### config.mk
export PLATFORM = sky130hd
export DESIGN_NAME = console_char_feeder
export DESIGN_NICKNAME = d
export VERILOG_FILES = /design/src/rtl/console_pkg.sv /design/src/rtl/sync_fifo.sv /design/src/rtl/console_char_feeder.sv
export SDC_FILE = /design/constraint.sdc
export NUM_CORES = 1
export LEC_CHECK = 0
export ABC_AREA = 1
export ABC_CLOCK_PERIOD_IN_PS = 7700
export CAP_MARGIN = 10
export CORE_MARGIN = 2
export CORE_UTILIZATION = 35
export CTS_BUF_LIST = sky130_fd_sc_hd__clkbuf_8 sky130_fd_sc_hd__clkbuf_16
export DETAILED_ROUTE_END_ITERATION = 10
export DONT_BUFFER_PORTS = 1
export GPL_TIMING_DRIVEN = 1
export PLACE_DENSITY_LB_ADDON = 0.1
export RECOVER_POWER = 50
export SKIP_CTS_REPAIR_TIMING = 1
export SYNTH_ARGS = -nofsm -noshare
export SYNTH_HDL_FRONTEND = slang
export SYNTH_HIERARCHICAL = 1
export SYNTH_SLANG_ARGS = --single-unit
### constraint.sdc
create_clock -name clk -period 7.7 [get_ports clk]
set_input_delay 1.54 -clock clk [delete_from_list [all_inputs] [get_ports clk]]
set_output_delay 1.54 -clock clk [all_outputs]
set_load 0.02 [all_outputs]
### src/rtl/console_pkg.sv
// Shared constants and state codes for the console character feeder.
// The char_ok() helper is the single source of the printable filter.
package console_pkg;

  localparam logic [6:0] CR    = 7'h0D;
  localparam logic [6:0] LF    = 7'h0A;
  localparam logic [6:0] BS    = 7'h08;
  localparam logic [6:0] TAB   = 7'h09;
  localparam logic [6:0] SPACE = 7'h20;
  localparam logic [6:0] TILDE = 7'h7E;

  localparam int unsigned COLS_DEF     = 30;
  localparam int unsigned HOME_COL_DEF = 2;

  localparam logic [2:0] ST_IDLE  = 3'd0;
  localparam logic [2:0] ST_ISSUE = 3'd1;
  localparam logic [2:0] ST_GAP   = 3'd2;
  localparam logic [2:0] ST_HOLD  = 3'd3;
  localparam logic [2:0] ST_TAB   = 3'd4;

  function automatic logic char_ok(
    input logic [6:0] c,
    input logic       tab_en
  );
    return (c >= SPACE && c <= TILDE) ||
           c == CR || c == LF || c == BS ||
           (tab_en && c == TAB);
  endfunction

endpackage

### src/rtl/sync_fifo.sv
// Single-clock FIFO, power-of-2 depth, registered occupancy count.
// Pushes while full and pops while empty are ignored.
module sync_fifo #(
  parameter int unsigned DEPTH = 16,
  parameter int unsigned WIDTH = 7
) (
  input  logic                   clk,
  input  logic                   reset,
  input  logic                   push,
  input  logic [WIDTH-1:0]       push_data,
  input  logic                   pop,
  output logic [WIDTH-1:0]       pop_data,
  output logic                   full,
  output logic                   empty,
  output logic [$clog2(DEPTH):0] count
);

  localparam int unsigned AW = $clog2(DEPTH);

  logic [WIDTH-1:0] mem_q [DEPTH];
  logic [AW-1:0]    wp_q, wp_d;
  logic [AW-1:0]    rp_q, rp_d;
  logic [AW:0]      cnt_q, cnt_d;
  logic             do_push, do_pop;

  assign full     = cnt_q == (AW+1)'(DEPTH);
  assign empty    = cnt_q == '0;
  assign count    = cnt_q;
  assign pop_data = mem_q[rp_q];
  assign do_push  = push && !full;
  assign do_pop   = pop && !empty;

  always_comb begin
    wp_d  = wp_q;
    rp_d  = rp_q;
    cnt_d = cnt_q;
    if (do_push) wp_d = wp_q + AW'(1);
    if (do_pop)  rp_d = rp_q + AW'(1);
    unique case ({do_push, do_pop})
      2'b10:   cnt_d = cnt_q + (AW+1)'(1);
      2'b01:   cnt_d = cnt_q - (AW+1)'(1);
      default: cnt_d = cnt_q;
    endcase
  end

  always_ff @(posedge clk) begin
    if (do_push) mem_q[wp_q] <= push_data;
  end

  always_ff @(posedge clk or posedge reset) begin
    if (reset) begin
      wp_q  <= '0;
      rp_q  <= '0;
      cnt_q <= '0;
    end else begin
      wp_q  <= wp_d;
      rp_q  <= rp_d;
      cnt_q <= cnt_d;
    end
  end

endmodule

### src/rtl/console_char_feeder.sv
// Feeds filtered characters to the console, pacing around scroll.
// Define CONSOLE_FEEDER_TAB_EXPAND_EN to expand TAB into spaces locally.
module console_char_feeder
  import console_pkg::*;
#(
  parameter int unsigned DEPTH    = 16,
  parameter int unsigned COLS     = COLS_DEF,
  parameter int unsigned HOME_COL = HOME_COL_DEF,
  parameter int unsigned TAB_W    = 4
) (
  input  logic                   clk,
  input  logic                   reset,
  input  logic                   wr_valid,
  input  logic [7:0]             wr_data,
  output logic                   wr_ready,
  input  logic                   scroll,
  output logic                   font_we,
  output logic [7:0]             font_data,
  output logic [$clog2(DEPTH):0] fifo_count,
  output logic                   busy
);

  localparam int unsigned MW = $clog2(COLS);
  localparam logic [MW-1:0] LastCol = MW'(COLS - 1);
  localparam logic [MW-1:0] HomeCol = MW'(HOME_COL);

  if (DEPTH < 2 || (DEPTH & (DEPTH - 1)) != 0 ||
      TAB_W < 1 || (TAB_W & (TAB_W - 1)) != 0) begin : g_bad_cfg
    $error("console_char_feeder: DEPTH/TAB_W must be powers of 2");
  end

  logic [2:0]    state_q, state_d;
  logic [6:0]    char_q, char_d;
  logic [MW-1:0] col_q, col_d;
  logic [MW-1:0] col_nxt;
  logic [6:0]    head;
  logic          full, empty, pop;
  logic          tab_pend;
  logic          unused_msb;

  assign unused_msb = wr_data[7];

`ifdef CONSOLE_FEEDER_TAB_EXPAND_EN
  localparam logic TabEn = 1'b1;
  localparam int unsigned CW = $clog2(TAB_W) + 1;
  logic [CW-1:0] cnt_q, cnt_d;
  assign tab_pend = cnt_q != '0;
`else
  localparam logic TabEn = 1'b0;
  assign tab_pend = 1'b0;
`endif

  sync_fifo #(
    .DEPTH(DEPTH),
    .WIDTH(7)
  ) u_fifo (
    .clk      (clk),
    .reset    (reset),
    .push     (wr_valid),
    .push_data(wr_data[6:0]),
    .pop      (pop),
    .pop_data (head),
    .full     (full),
    .empty    (empty),
    .count    (fifo_count)
  );

  // Cursor prediction for the character currently being issued
  always_comb begin
    if (char_q == CR || char_q == LF || col_q == LastCol)
      col_nxt = HomeCol;
    else if (char_q == BS)
      col_nxt = (col_q == '0) ? col_q : col_q - MW'(1);
    else
      col_nxt = col_q + MW'(1);
  end

  always_comb begin
    state_d = state_q;
    char_d  = char_q;
    col_d   = col_q;
    pop     = 1'b0;
`ifdef CONSOLE_FEEDER_TAB_EXPAND_EN
    cnt_d   = cnt_q;
`endif
    unique case (state_q)
      ST_IDLE: begin
        if (!empty && !scroll) begin
          pop    = 1'b1;
          char_d = head;
          if (char_ok(head, TabEn)) begin
            state_d = ST_ISSUE;
`ifdef CONSOLE_FEEDER_TAB_EXPAND_EN
            if (head == TAB) begin
              state_d = ST_TAB;
              cnt_d   = CW'(TAB_W - (32'(col_q) % TAB_W));
            end
`endif
          end
        end
      end
      ST_ISSUE: begin
        col_d   = col_nxt;
        state_d = ST_GAP;
`ifdef CONSOLE_FEEDER_TAB_EXPAND_EN
        if (cnt_q != '0)
          cnt_d = (col_q == LastCol) ? '0 : cnt_q - CW'(1);
`endif
      end
      ST_GAP, ST_HOLD: begin
        if (scroll)        state_d = ST_HOLD;
        else if (tab_pend) state_d = ST_TAB;
        else               state_d = ST_IDLE;
      end
`ifdef CONSOLE_FEEDER_TAB_EXPAND_EN
      ST_TAB: begin
        char_d  = SPACE;
        state_d = ST_ISSUE;
      end
`endif
      default: state_d = ST_IDLE;
    endcase
  end

  always_ff @(posedge clk or posedge reset) begin
    if (reset) begin
      state_q <= ST_IDLE;
      char_q  <= '0;
      col_q   <= '0;
`ifdef CONSOLE_FEEDER_TAB_EXPAND_EN
      cnt_q   <= '0;
`endif
    end else begin
      state_q <= state_d;
      char_q  <= char_d;
      col_q   <= col_d;
`ifdef CONSOLE_FEEDER_TAB_EXPAND_EN
      cnt_q   <= cnt_d;
`endif
    end
  end

  assign wr_ready  = !full;
  assign font_we   = state_q == ST_ISSUE;
  assign font_data = font_we ? {1'b0, char_q} : 8'h00;
  assign busy      = (state_q != ST_IDLE) || !empty;

endmodule

==> impl_metrics.ini <==
[synthesis]
async_reset_ff_share_pct = 16.4
yosys-top-cells-area = edfxtp_1, nand2_1, dfrtp_1
syn_inst = 632
synth-edff-count = 112
synth_area_leader_cell = edfxtp_1
synth_area_um2 = 6230
ys_seq_area_share_pct = 62.8
ys_ff_latch = 134
yosysTopAreaCellShare_pct = 54.0
synth.net_count = 654
avgSynthCellArea_um2 = 9.86
synthFlopType = edfxtp_1
yosysUniqueCellTypes = 29
yosysWarnings = 6

[timing]
grt_setup_unrepaired = no
setup_tns_ps = 0
timing.hold.ws_ps = 531
finalCriticalPeriod_ps = 4250
fmax_mhz = 236
slew_headroom_pct = -4.21
fin_crit_sh_pct = 55.1
timing.clock.skew_ps = 5.13
finalSetupViolCount = 0
drv_slew = 17
setup_slack_ps = 3450
worst_pin_slew_ps = 1550
finalHoldViolCount = 0

[final_layout]
final_core_util_pct = 40.3
num_antenna_cells = 0
final_common_cell = nand2_1
final_cells = 870
finish.instance_area_um2 = 6990
final_nets = 654
layout_common_cells = nand2_1, edfxtp_1, inv_1
synthToLayoutAreaGrowth_pct = 12.1
drive_gt1_share_pct = 9.46

[floorplanning]
initial_core_util_pct = 35.9
die_h_um = 137
die_area_um2 = 18900
die_w_um = 137
io_pins = 28
rows = 48
core_area_um2 = 17400

[worst_setup_path]
cp_common_cell = nand2_1
max_stage_delay_ps = 1200
reg2regPathDepth = 17
r2r-end = u_fifo/count[4]
r2r_slack_ps = 3670
crit_arrival_ps = 4550
end_kind = register
cp-startpoint = scroll
worstPathBufferInverterCount = 3
critPathKind = primary input to register
worst_setup_path_start_kind = primary input
crit_path_max_fanout = 16
worstPathCellList = nor3_1 > nand2_1 > inv_1 > ha_1 > inv_1 > fa_1 > inv_1 > nand2_1 > nand2_1 > nand2_1 > nand2_1 > nand2_1 > nand2_1 > nand2_1
required_ps = 8010
worst_path_max_delay_cell = nor3_1
rr_startpoint = u_fifo/count[0]
cp.depth = 14
critical_path.endpoint = u_fifo/count[4]
crit_family = simple AND/OR/NAND/NOR gates

[routing]
top_layer = met4
wl_per_cell_um = 15.9
ant_nets = 0
dr.pass1.iters = 5
met2_length_um = 6120
wirelength_um = 13800
drt_iter0_drc = 333
drc_errors = 0
vias = 3917
viasPerCell = 4.50
wl_met1_um = 6880
route.met3.wl_um = 566

[outcome]
failed_checks = capacitance limit, slew limit
status = complete, but fails checks

[placed_design]
gp_congestion = 0.735
port_buffers = 0
hpwl_um = 8650
place_inst = 838
placed_area_um2 = 6340
dp_slack_ps = 3910

[cts]
clk_pin_slew_ps = 60
htree_levels = 4
insertion_delay_ps = 420
clk_path_buf_depth = 2
cts_tree = built
root_buffer = clkbuf_16
cts_buffers = 17
cts.sinks = 134

[global_routing]
grt_pass1_vias = 3591
grt_usage_pct = 15.7
grt_max_degree = 73
antenna_found_initial = 0
grt_pass1_wl_um = 21200
grt-ovfl-total = 0

[flow_run]
max_cap_violations = 1

[power]
report.power.total_mw = 2.78
leakagePower_nw = 2.99
powerDensity_nw_per_um2 = 398
vdd_drop_max_mv = 0.154

[hold_path]
hold_class = register to register
-- tightest hold or removal path, delay by kind of cell (launching register included) --
kind / cells / cell delay, ps
flip-flops: 1 / 380
AND/OR/NAND/NOR: 2 / 130
-- worst min-delay path by stage --
stage / start / to / slack, ps / cells past startpoint
floorplan: char_q[5] / char_q[5] / 490 / 2
global placement: u_fifo/rp_q[1] / u_fifo/rp_q[1] / 510 / 2
detailed placement: char_q[5] / char_q[5] / 520 / 2
CTS: char_q[5] / char_q[5] / 540 / 2
global route: char_q[1] / char_q[1] / 550 / 2
finish: u_fifo/rp_q[1] / u_fifo/rp_q[1] / 530 / 2
-- Yosys cell counts, drive strengths merged, types with 3 or more instances --
library cell	number
xnor2	3
nand4	3
xor2	4
ha	9
clkbuf	3
inv	82
buf	18
nor2	75
nand2	235
nand3	49
o21ai	13
dfrtp	22
edfxtp	112
-- cell families after synthesis --
group                    after synthesis  synth area share [%]
AND/OR/NAND/NOR                      364                  24.9
flip-flops                           134                  62.8
buffers and inverters                103                  8.01
AO/OA/AOI/OAI                         13                  1.10
adder cells (fa/ha/maj)               10                  2.13
XOR/XNOR                               7                 0.984
other                                  1                0.0602
-- final cells by class --
class                           instances  area, um2
Fill cell                            1674      10400
Tap cell                              225        282
Inverter                               82        310
Clock inverter                         15        235
Multi-Input combinational cell        395       1810
Timing Repair Buffer                    2       15.0
Clock buffer                           17        425
Sequential cell                       134       3920
-- routing by layer --
| layer | track usage, % | up-vias |
|---|---|---|
| li1 | - | 2001 |
| met1 | 23.5 | 1839 |
| met2 | 21.8 | 61 |
| met3 | 3.38 | 16 |
| met4 | 6.41 | 0 |
| met5 | 0 | - |
-- sequential cells by signal, summed over array words and instances, names as in the netlist --
signal,flops
char_q,7
u_fifo/mem_q,112
u_fifo/rp_q,4
u_fifo/count,5
state_q,2
u_fifo/wp_q,4
-- report_power, final --
part / switching, mW / internal [mW]
logic: 0.647 / 0.252
clock network: 0.301 / 0.603
registers: 0.0780 / 0.901
total: 1.03 / 1.76
(Power assumes the default switching activity.)
